[config.mk]
export PLATFORM = sky130hd
export DESIGN_NAME = inverse_transformer
export DESIGN_NICKNAME = d
export VERILOG_FILES = /design/src/rtl/inverse_transformer.sv
export SDC_FILE = /design/constraint.sdc
export NUM_CORES = 1
export LEC_CHECK = 0
export BUFFER_PORTS_ARGS = -buffer_cell sky130_fd_sc_hd__buf_2
export CORE_MARGIN = 10
export CORE_UTILIZATION = 30
export CTS_CLUSTER_SIZE = 12
export DETAILED_ROUTE_END_ITERATION = 6
export GPL_TIMING_DRIVEN = 0
export SLEW_MARGIN = 20
export SYNTH_ARGS = -nofsm -noshare
export SYNTH_HDL_FRONTEND = slang
export SYNTH_SLANG_ARGS = --single-unit
[constraint.sdc]
create_clock -name clk -period 16.69 [get_ports clk]
set_clock_uncertainty 0.1 [all_clocks]
set_input_delay 0.8345 -clock clk [delete_from_list [all_inputs] [get_ports clk]]
set_output_delay 0.8345 -clock clk [all_outputs]
set_load 0.01 [all_outputs]
[src/rtl/inverse_transformer.sv]
// inverse_transformer: recovers original matrix entries as (mod - trans) / scale, one entry at a time.
// Ports: clk, rst (async, active-high); start begins a run; scale_*/trans_* per-row
// parameters latched at start; rd_addr/rd_data combinational read of the modified matrix;
// wr_en/wr_addr/wr_data single-entry write of the recovered entry; busy/done run status;
// inexact/err_div0/err_neg sticky flags cleared by the next accepted start.
module inverse_transformer #(
  parameter int W = 16
) (
  input  logic         clk,
  input  logic         rst,
  input  logic         start,
  input  logic [W-1:0] scale_x,
  input  logic [W-1:0] scale_y,
  input  logic [W-1:0] scale_z,
  input  logic [W-1:0] trans_x,
  input  logic [W-1:0] trans_y,
  input  logic [W-1:0] trans_z,
  output logic [3:0]   rd_addr,
  input  logic [W-1:0] rd_data,
  output logic         wr_en,
  output logic [3:0]   wr_addr,
  output logic [W-1:0] wr_data,
  output logic         busy,
  output logic         done,
  output logic         inexact,
  output logic         err_div0,
  output logic         err_neg
);
  localparam int CW = $clog2(W);
  typedef enum logic [2:0] {IDLE, FETCH, SUB, DIV, WRITE, DONE} state_t;
  state_t state, nextState;
  logic [W-1:0] sx, sy, sz, tx, ty, tz, curScale, curTrans, dvd, rem, lastData;
  logic [3:0] idx;
  logic [CW-1:0] cnt;
  logic [W:0] remShift;
  logic remGe;
  // dvd doubles as the quotient: quotient bits shift in at the LSB as the dividend shifts out.
  assign remShift = {rem, dvd[W-1]};
  assign remGe = remShift >= {1'b0, curScale};
  assign busy = !(state == IDLE || state == DONE);
  assign done = state == DONE;
  assign wr_en = state == WRITE;
  assign wr_addr = idx;
  assign wr_data = wr_en ? dvd : lastData;
  assign rd_addr = state == IDLE ? 4'd0 : idx;
  always_comb begin
    nextState = state;
    case (state)
      IDLE:  nextState = start ? FETCH : IDLE;
      FETCH: nextState = SUB;
      SUB:   nextState = (curScale == '0 || dvd < curTrans) ? WRITE : DIV;
      DIV:   nextState = cnt == '0 ? WRITE : DIV;
      WRITE: nextState = idx == 4'd8 ? DONE : FETCH;
      DONE:  nextState = IDLE;
      default: nextState = IDLE;
    endcase
  end
  always_ff @(posedge clk or posedge rst)
    if (rst) state <= IDLE;
    else state <= nextState;
  always_ff @(posedge clk or posedge rst) begin
    if (rst) begin
      {sx, sy, sz, tx, ty, tz} <= '0;
      {curScale, curTrans, dvd, rem, lastData} <= '0;
      idx <= '0;
      cnt <= '0;
      {inexact, err_div0, err_neg} <= '0;
    end else begin
      case (state)
        IDLE: if (start) begin
          {sx, sy, sz, tx, ty, tz} <= {scale_x, scale_y, scale_z, trans_x, trans_y, trans_z};
          {inexact, err_div0, err_neg} <= '0;
          idx <= '0;
        end
        FETCH: begin
          dvd <= rd_data;
          curScale <= idx < 4'd3 ? sx : idx < 4'd6 ? sy : sz;
          curTrans <= idx < 4'd3 ? tx : idx < 4'd6 ? ty : tz;
        end
        SUB: begin
          // rem is cleared on every path so a nonzero rem at WRITE always means an inexact division.
          rem <= '0;
          if (curScale == '0) begin
            dvd <= '1;
            err_div0 <= 1'b1;
          end else if (dvd < curTrans) begin
            dvd <= '0;
            err_neg <= 1'b1;
          end else begin
            dvd <= dvd - curTrans;
            cnt <= CW'(W - 1);
          end
        end
        DIV: begin
          rem <= remGe ? W'(remShift - {1'b0, curScale}) : remShift[W-1:0];
          dvd <= {dvd[W-2:0], remGe};
          cnt <= cnt - 1'b1;
        end
        WRITE: begin
          lastData <= dvd;
          if (rem != '0) inexact <= 1'b1;
          if (idx != 4'd8) idx <= idx + 4'd1;
        end
        default: ;
      endcase
    end
  end
endmodule
Word-level counts from Yosys, hierarchy flattened
Index checks and enable logic that the tools add are counted.
{"block": "totals", "input_bits": 115, "elab_cells": 86, "output_inout_bits": 30, "register_bits": 190}
{"block": "classes", "eq_ne": 14, "n_mux": 30, "reduce_logical": 17, "order_cmp": 4, "n_addsub": 4}
{"op": "16-bit two-way mux", "count": 8}
{"op": "16-bit case mux with 3 select lines", "count": 1}
{"op": "16-bit case mux with 2 select lines", "count": 1}
{"op": "16-bit subtractor", "count": 2}
{"op": "4-bit two-way mux", "count": 5}
{"op": "17-bit by 16-bit >= comparator with 1-bit output", "count": 1}
{"op": "16-bit zero test", "count": 1}
{"op": "16-bit less-than comparator", "count": 1}
{"op": "4-bit case mux with 2 select lines", "count": 2}
{"op": "16-bit nonzero test", "count": 1}
{"op": "3-bit case mux with 5 select lines", "count": 1}
{"op": "3-bit AND reduction", "count": 4}
{"op": "2-bit != test (second input constant)", "count": 5}
{"op": "3-bit two-way mux", "count": 3}
{"op": "3-bit by 2-bit == test with 1-bit output (second input constant)", "count": 2}
{"op": "3-bit == test (second input constant)", "count": 2}
{"op": "1-bit two-way mux", "count": 6}
{"op": "1-bit case mux with 2 select lines", "count": 3}
{"op": "2-bit nonzero test", "count": 3}
{"op": "4-bit by 1-bit adder with 4-bit output (second input constant)", "count": 1}
{"op": "4-bit == test (second input constant)", "count": 1}
{"op": "4-bit zero test", "count": 1}
{"op": "4-bit by 2-bit less-than comparator with 1-bit output (second input constant)", "count": 1}
{"op": "4-bit by 3-bit less-than comparator with 1-bit output (second input constant)", "count": 1}
{"op": "10 further kinds", "count": 12}

Depth between registers and ports, before layout
Gate-level depths: netlist of run 1.
{"block": "depth", "word_depth": 4, "mapped_depth": 10, "depth_no_buf": 9}

Worst setup path before layout of run 1
Ideal clock, no wire load.
{"block": "synth_path", "path_type": "register to output", "startpoint": "register state[2]", "endpoint": "output wr_data[10]", "path_buffers": 2, "setup_slack_ps": 14186, "required_time_ps": 15755, "path_stages_with_launch": 5, "t_arrival_ps": 1569, "path_cell_list": "dfrtp_1 -> clkbuf_1 -> nand2_1 -> clkbuf_1 -> mux2_2"}
{"block": "synth_via", "elab_chain_cells": 2}
{"element": "start, declared", "line": "31", "source": "state_t state, nextState;"}
{"element": "start signal, assigned", "line": "60", "source": "else state <= nextState;"}
{"element": "3-bit == test", "line": "42", "source": "assign wr_en = state == WRITE;"}
{"element": "16-bit two-way mux"}
{"element": "end, declared", "line": "22", "source": "output logic [W-1:0] wr_data,"}
Every way passes these cells.

Final worst setup path of run 1
{"block": "layout_path", "startpoint": "register state[2]", "endpoint": "output wr_data[13]"}
The elaborated chain is that of the path after synthesis.

==> results of run 1 <==
[power by group through the flow]
stage / Sequential, mW / Combinational, mW / Clock [mW]
3_5_place_dp: 0.805 / 1.31 / 0
4_1_cts: 0.797 / 1.31 / 0.411
5_1_grt: 0.823 / 1.48 / 0.427
6_report: 0.797 / 1.31 / 0.400
2_1_floorplan: 0.760 / 0.975 / 0
3_3_place_gp: 0.799 / 1.28 / 0
[cells by family (layout without fill, tap and decap cells)]
group,count (synthesis),after routing,share of synthesized area (%)
flops,190,190,45.89
compound gates,244,244,15.72
simple gates,547,547,22.56
xor+xnor,17,17,1.437
fa+ha+maj,38,38,4.734
mux,51,51,5.145
buf+inv,113,290,4.505
[per-stage QoR]
| step | std cells | worst slack (ps) | power (mW) | util [%] | hold slack (ps) |
|---|---|---|---|---|---|
| after global routing | 1825 | 12990 | 2.734 | 36.25 | 389.7 |
| after global placement | 1792 | 8300 | 2.084 | 34.46 | 351.9 |
| after CTS | 1825 | 13110 | 2.521 | 36.25 | 374.8 |
| final | 1825 | 13170 | 2.507 | 36.25 | 364.9 |
| after detailed placement | 1793 | 13610 | 2.111 | 34.56 | 357.6 |
| after floorplan | 1200 | 10590 | 1.735 | - | 340.4 |
[cell usage after synthesis, types with 8 or more instances]
| master | instances |
|---|---|
| nand2_1 | 397 |
| dfrtp_1 | 190 |
| o21ai_0 | 96 |
| inv_1 | 51 |
| clkbuf_1 | 42 |
| a21oi_1 | 36 |
| ha_1 | 36 |
| mux2i_1 | 33 |
| nor2_1 | 27 |
| nand3_1 | 22 |
| nor3_1 | 19 |
| mux2_2 | 18 |
| o211ai_1 | 15 |
| nor4_1 | 13 |
| or3_1 | 13 |
| a21o_1 | 12 |
| xnor2_1 | 11 |
| buf_2 | 10 |
| and3_1 | 9 |
| nand4_1 | 9 |
| nor2b_1 | 8 |
[routing by layer]
metal  part of all wire [%]  vias to the layer above  global-route usage [%]
met2                     46                      201                   23.78
li1                       -                     4426                       -
met4                    1.4                        2                   3.414
met3                    4.3                       32                   2.925
met1                     49                     4263                   20.86
met5                  0.041                        -                       0
[state kept, by name (all words and copies together), names as in the netlist]
name      count
curScale     16
curTrans     16
dvd          16
lastData     16
rem          16
sx           16
sy           16
sz           16
tx           16
ty           16
tz           16
cnt           4
wr_addr       4
state         3
err_div0      1
err_neg       1
inexact       1
[layout by cell type (no fill, tap or decap), types with 27 or more instances in the layout]
cell        n
nand2_1   397
clkbuf_1   42
ha_1       36
buf_2     154
dfrtp_1   190
mux2i_1    33
nor2_1     27
o21ai_0    96
a21oi_1    36
inv_1      50
[final timing paths]
kind | start | end | slack (ps) | depth (start not counted)
min in group clk | tx[5]$_DFFE_PP0P_ | tx[5]$_DFFE_PP0P_ | 370 | 2
max in group asynchronous | rst | curScale[0]$_DFFE_PP0P_ | 15220 | 3
hold reg to reg | tx[5]$_DFFE_PP0P_ | tx[5]$_DFFE_PP0P_ | 360 | 2
setup / recovery | state[2]$_DFF_PP0_ | wr_data[13] | 13170 | 5
hold / removal | rst | ty[3]$_DFFE_PP0P_ | 360 | 2
setup reg to reg | dvd[15]$_DFFE_PP0P_ | rem[12]$_DFFE_PP0N_ | 13700 | 9
[area by class of cell]
class,count,area share (%)
Buffer,62,2.248
Multi-Input combinational cell,897,41.96
Clock inverter,14,1.073
Sequential cell,190,38.82
Tap cell,448,4.577
Inverter,51,1.624
Clock buffer,18,3.586
Timing Repair Buffer,145,6.110
==> results.toml, run 1 <==
[outcome]
run_status = "finished, final reports clean"

[synth]
ys_seq_elements = 190
netlist_instances = 1200
synth_top_cell_area_share_pct = 45.89
ys_types = 75
yosys_most_used_dff = "dfrtp_1"
synthesis.nets = 1353
synth_top_area_cell = "dfrtp_1"
yosys_warnings = 0
syn_area_per_cell_um2 = 8.633
synth.top_cells.by_area = "dfrtp_1, nand2_1, o21ai_0"
synthesis.area_um2 = 10360
synth_async_sr_flop_share_pct = 100.0
synth_edf_count = 0
ys_seq_area_share_pct = 45.89

[place]
hpwl_mm = 24.61
post_dp_cell_area_um2 = 11680
port_buffers = 144
place.gp.congestion = 0.8568

[final_layout]
antenna_cells = 0
combined_flip_flop_and_latch_cell_area_um2 = 4755
layout-drive-gt1-share_pct = 16.78
num-fill-cells = 3480
area_growth_pct = 18.21
finalNetCount = 1517
design_area_um2 = 12250
footprint_of_the_multi_input_gates_um2 = 5139

[clock_network]
cts-buffers-inserted = 17
clkSinkCount = 190
tritoncts = "built"
cts_hold_buffers = 0
clock_latency_ps = 440
cts_max_path_buffers = 2
clkTransAtPathRegs_ps = 80
cts.repair.resized = 0
post-cts-setup-buffers = 0
clock_tree.htree_level_count = 4
master_cell_of_the_clock_root_buffer = "clkbuf_16"

[timing]
period_share_pct = 21.08
setup_violations = 0
drv_slew = 0
timing.slew.headroom_pct = 36.87
final_sum_of_negative_setup_slack_ps = 0
worst_pin_slew_ps = 941.2
unrepaired_setup_endpoints_after_global_routing = "no"
timing.fmax_mhz = 284.2
finalHoldViolations = 0
time_the_final_worst_path_needs_with_i_o_delays_and_setup_ps = 3518

[hold_path]
min_path_type = "in2async"

[grt]
grt_start_max_net_pins = 99
grt_use_total_pct = 15.06
first_global_vias = 9106
grt_first_pass_wirelength_mm = 50.82
grt-ovfl-total = 0
antenna_found_initial = 1

[detailed_routing]
drt_first_iter_violations = 649
vias = 8924
wl_per_cell_um = 17.39
routed_via_density = 4.890
dr.pass1.iters = 6
drc_errors = 0
antenna_violating_nets_post_route = 0
wirelength_mm = 31.74

[setup_path]
critical_path.endpoint_type = "primary output"
critical-path-top-delay-family = "buffers and inverters"
timing.critical_path.required_ps = 15760
worstSetupPathType = "reg2out"
crit_arrival_ps = 2580
timing.critical_path.mode_cell = "clkbuf_1"
worstPathMaxFanout = 10
cp.buffers_inverters = 3
worstPathCellList = "clkbuf_1 > nand2_1 > clkbuf_1 > mux2_2 > buf_2"
slowest_delay_ps = 480
startpoint_type = "flop"
cpMaxStageDelayCell = "clkbuf_1"

[power]
pd_cells_nw_per_um2 = 204.7
share_clk_of_total_power_pct = 16.0
p_int_mw = 1.364
reported_leakage_power_nw = 6.068
power.ir.vdd_worst_uv = 83.99
power.share.combinational_pct = 52.3
sequential_group_share_of_total_power_pct = 31.8
sw_frac_of_total_pct = 45.59
sw_power_mw = 1.143

[floorplanning]
chipWidth_um = 205.8
floorplan.io_pins = 145
die_area_um2 = 42370
chipHeight_um = 205.8
placeableCoreArea_um2 = 33780
core.rowCount = 67
initial_core_utilization_pct = 30.67

[run]
maxCapViolCount = 0
No activity file was read; power rests on OpenSTA's default activity.
==> inputs of run 2 (changes only) <==
==> constraint.sdc (replaced) <==
create_clock -name clk -period 3 [get_ports clk]
set_clock_uncertainty 0.1 [all_clocks]
set_input_delay 0.15 -clock clk [delete_from_list [all_inputs] [get_ports clk]]
set_output_delay 0.15 -clock clk [all_outputs]
set_load 0.01 [all_outputs]
==> run 2 against run 1 <==
Power grew to 5.8 times the previous value. Register-to-register slack worse by 13000 ps. Die area stayed put. Sequential power grew to 5.6 times the previous value. Design area is 11% higher. Sequential share of layout area is 3.8 points lower. Routed wire length is 4.7% higher. Combinational power grew to 5.7 times the previous value. First-iteration DRC count is 22% lower. Count of clock-buffer cells in the layout is 2 higher. Global-route usage is 0.82 points higher. Hold slack worse by 330 ps. Critical endpoint is now rem[12]$_DFFE_PP0N_.
==> results.toml, run 2 (synthesized netlist as in run 1, its figures left out) <==
[power]
power.ir.vdd_worst_uv = 508.1
reported_leakage_power_nw = 6.651
total_power_mw = 14.53
pd_cells_nw_per_um2 = 1069

[detailed_routing]
antenna_violating_nets_post_route = 0
vias = 9478
routed_via_density = 4.873
drc_errors = 0
dr.pass1.iters = 7
drt_first_iter_violations = 506
wl_per_cell_um = 17.09
wirelength_mm = 33.24

[clock_network]
clkTransAtPathRegs_ps = 90
tritoncts = "built"
clock_tree.htree_level_count = 4
cts-buffers-inserted = 17
clkSinkCount = 190
clock_latency_ps = 460
cts_max_path_buffers = 2
master_cell_of_the_clock_root_buffer = "clkbuf_16"

[final_layout]
num-fill-cells = 3393
footprint_of_the_multi_input_gates_um2 = 5154
area_growth_pct = 31.21
core_util_final_pct = 40.24
antenna_cells = 0
mostFrequentLayoutCell = "nand2_1"
leading_cell_types_in_the_layout_fill_and_taps_excluded = "nand2_1, dfrtp_1, buf_2"
combined_flip_flop_and_latch_cell_area_um2 = 4755
finalNetCount = 1637
final_cells = 1945
layout-drive-gt1-share_pct = 16.10

[hold_path]
hold_end = "dvd[12]$_DFFE_PP0P_"
min_delay_src = "rd_data[12]"
hold_path_depth = 4
min_path_type = "in2reg"

[setup_path]
startpoint_type = "flop"
crit-reg2reg-launch = "dvd[15]$_DFFE_PP0P_"
critical_path.endpoint_type = "flop"
worstSetupPathType = "reg2reg"
worstRegToRegCells = 9
timing.critical_path.required_ps = 3230
timing.rr.end = "rem[12]$_DFFE_PP0N_"
worstPathMaxFanout = 6
slowest_delay_ps = 460
crit_arrival_ps = 3010
ff2ff_setup_slack_ps = 210
cpMaxStageDelayCell = "dfrtp_1"
worstPathCellList = "inv_1 > ha_1 > fa_1 > nor2b_1 > o2111ai_1 > a311oi_4 > nor4_1 > nor3b_1 > o21ai_0"

[grt]
grt_use_total_pct = 15.88
antenna_found_initial = 0
grt_start_max_net_pins = 36
grt-ovfl-total = 0
grt_first_pass_wirelength_mm = 53.26
first_global_vias = 9732

[floorplanning]
placeableCoreArea_um2 = 33780
core.rowCount = 67
die_area_um2 = 42370
chipWidth_um = 205.8
floorplan.io_pins = 145
initial_core_utilization_pct = 30.67
chipHeight_um = 205.8

[run]
maxCapViolCount = 0

[timing]
timing.slew.headroom_pct = 44.00
fin_hold_ws_ps = 36.09
time_the_final_worst_path_needs_with_i_o_delays_and_setup_ps = 2788
setup_violations = 0
worst_pin_slew_ps = 835.0
period_share_pct = 92.94
drv_slew = 0
unrepaired_setup_endpoints_after_global_routing = "no"
finalHoldViolations = 0
timing.fmax_mhz = 358.7
postLayoutSetupSlackWorst_ps = 211.9

[place]
port_buffers = 144
count_of_placed_standard_cells_including_taps = 1798
place.gp.congestion = 0.8633
hpwl_mm = 24.85
pre_cts_ws_ps = 113.6

[outcome]
run_status = "finished, final reports clean"
## run 2: cell types whose count changed in the layout (fill, tap and decap cells not counted), moves of 2 or more
cell           delta
clkinvlp_4        -2
clkbuf_8          +2
buf_12            +5
clkinv_4          -2
inv_6             +3
bufinv_16         +4
inv_8             -3
dlygate4sd3_1   +112
buf_4             +3
## run 2: per-stage QoR
step | area (µm²) | setup TNS [ps]
6_report | 13590 | 0
5_1_grt | 13590 | 0
4_1_cts | 13550 | 0
3_5_place_dp | 11770 | 0
3_3_place_gp | 11640 | -180030
2_1_floorplan | 10360 | 0
## run 2: per-layer routing
| layer | wire (µm) | up-vias | track usage [%] |
|---|---|---|---|
| li1 | - | 4681 | - |
| met2 | 15080 | 266 | 24.70 |
| met1 | 16020 | 4488 | 22.08 |
| met3 | 1396 | 43 | 2.406 |
| met4 | 741 | 0 | 5.317 |
| met5 | 0 | - | 0 |
## run 2: power by group
group | internal, mW | switching, mW | leakage, nW
clock network | 1.49 | 1.12 | 0.322
logic | 2.94 | 4.56 | 3.98
registers | 3.67 | 0.762 | 2.35
## run 2: area by class of cell
class                      instances  share of cell area, %
multi-input combinational        897                  37.91
buffer                            62                  2.034
inverter                          51                  1.436
clock buffer                      20                  3.433
tap                              448                  4.124
clock inverter                    12                  1.427
timing repair buffer             265                  14.65
sequential                       190                  34.98
## run 2: timing repair
| action | CTS | global route |
|---|---|---|
| setup endpoints to repair | 0 | 19 |
| hold buffers | 112 | 0 |
| resized for setup | 0 | 4 |
| setup buffers | 0 | 3 |
| endpoints found under the hold margin | 132 | 0 |
## run 2: how the worst max path moves through the flow
stage	end	cells after the start	slack (ps)	startpoint
2_1_floorplan	cnt[0]$_DFFE_PP0P_	1	300	rst
3_3_place_gp	tz[4]$_DFFE_PP0P_	2	-970	rst
3_5_place_dp	cnt[1]$_DFFE_PP0P_	10	110	dvd[0]$_DFFE_PP0P_
4_1_cts	cnt[1]$_DFFE_PP0P_	10	100	dvd[0]$_DFFE_PP0P_
5_1_grt	rem[12]$_DFFE_PP0N_	9	30	dvd[15]$_DFFE_PP0P_
6_report	rem[12]$_DFFE_PP0N_	9	210	dvd[15]$_DFFE_PP0P_
## run 2: critical path, delay by kind of cell (launching register included)
kind	cells	cell delay (ps)
flip-flops	1	460
adder cells (fa/ha/maj)	2	620
AND/OR/NAND/NOR	3	610
AO/OA/AOI/OAI	3	750
buffers and inverters	1	90
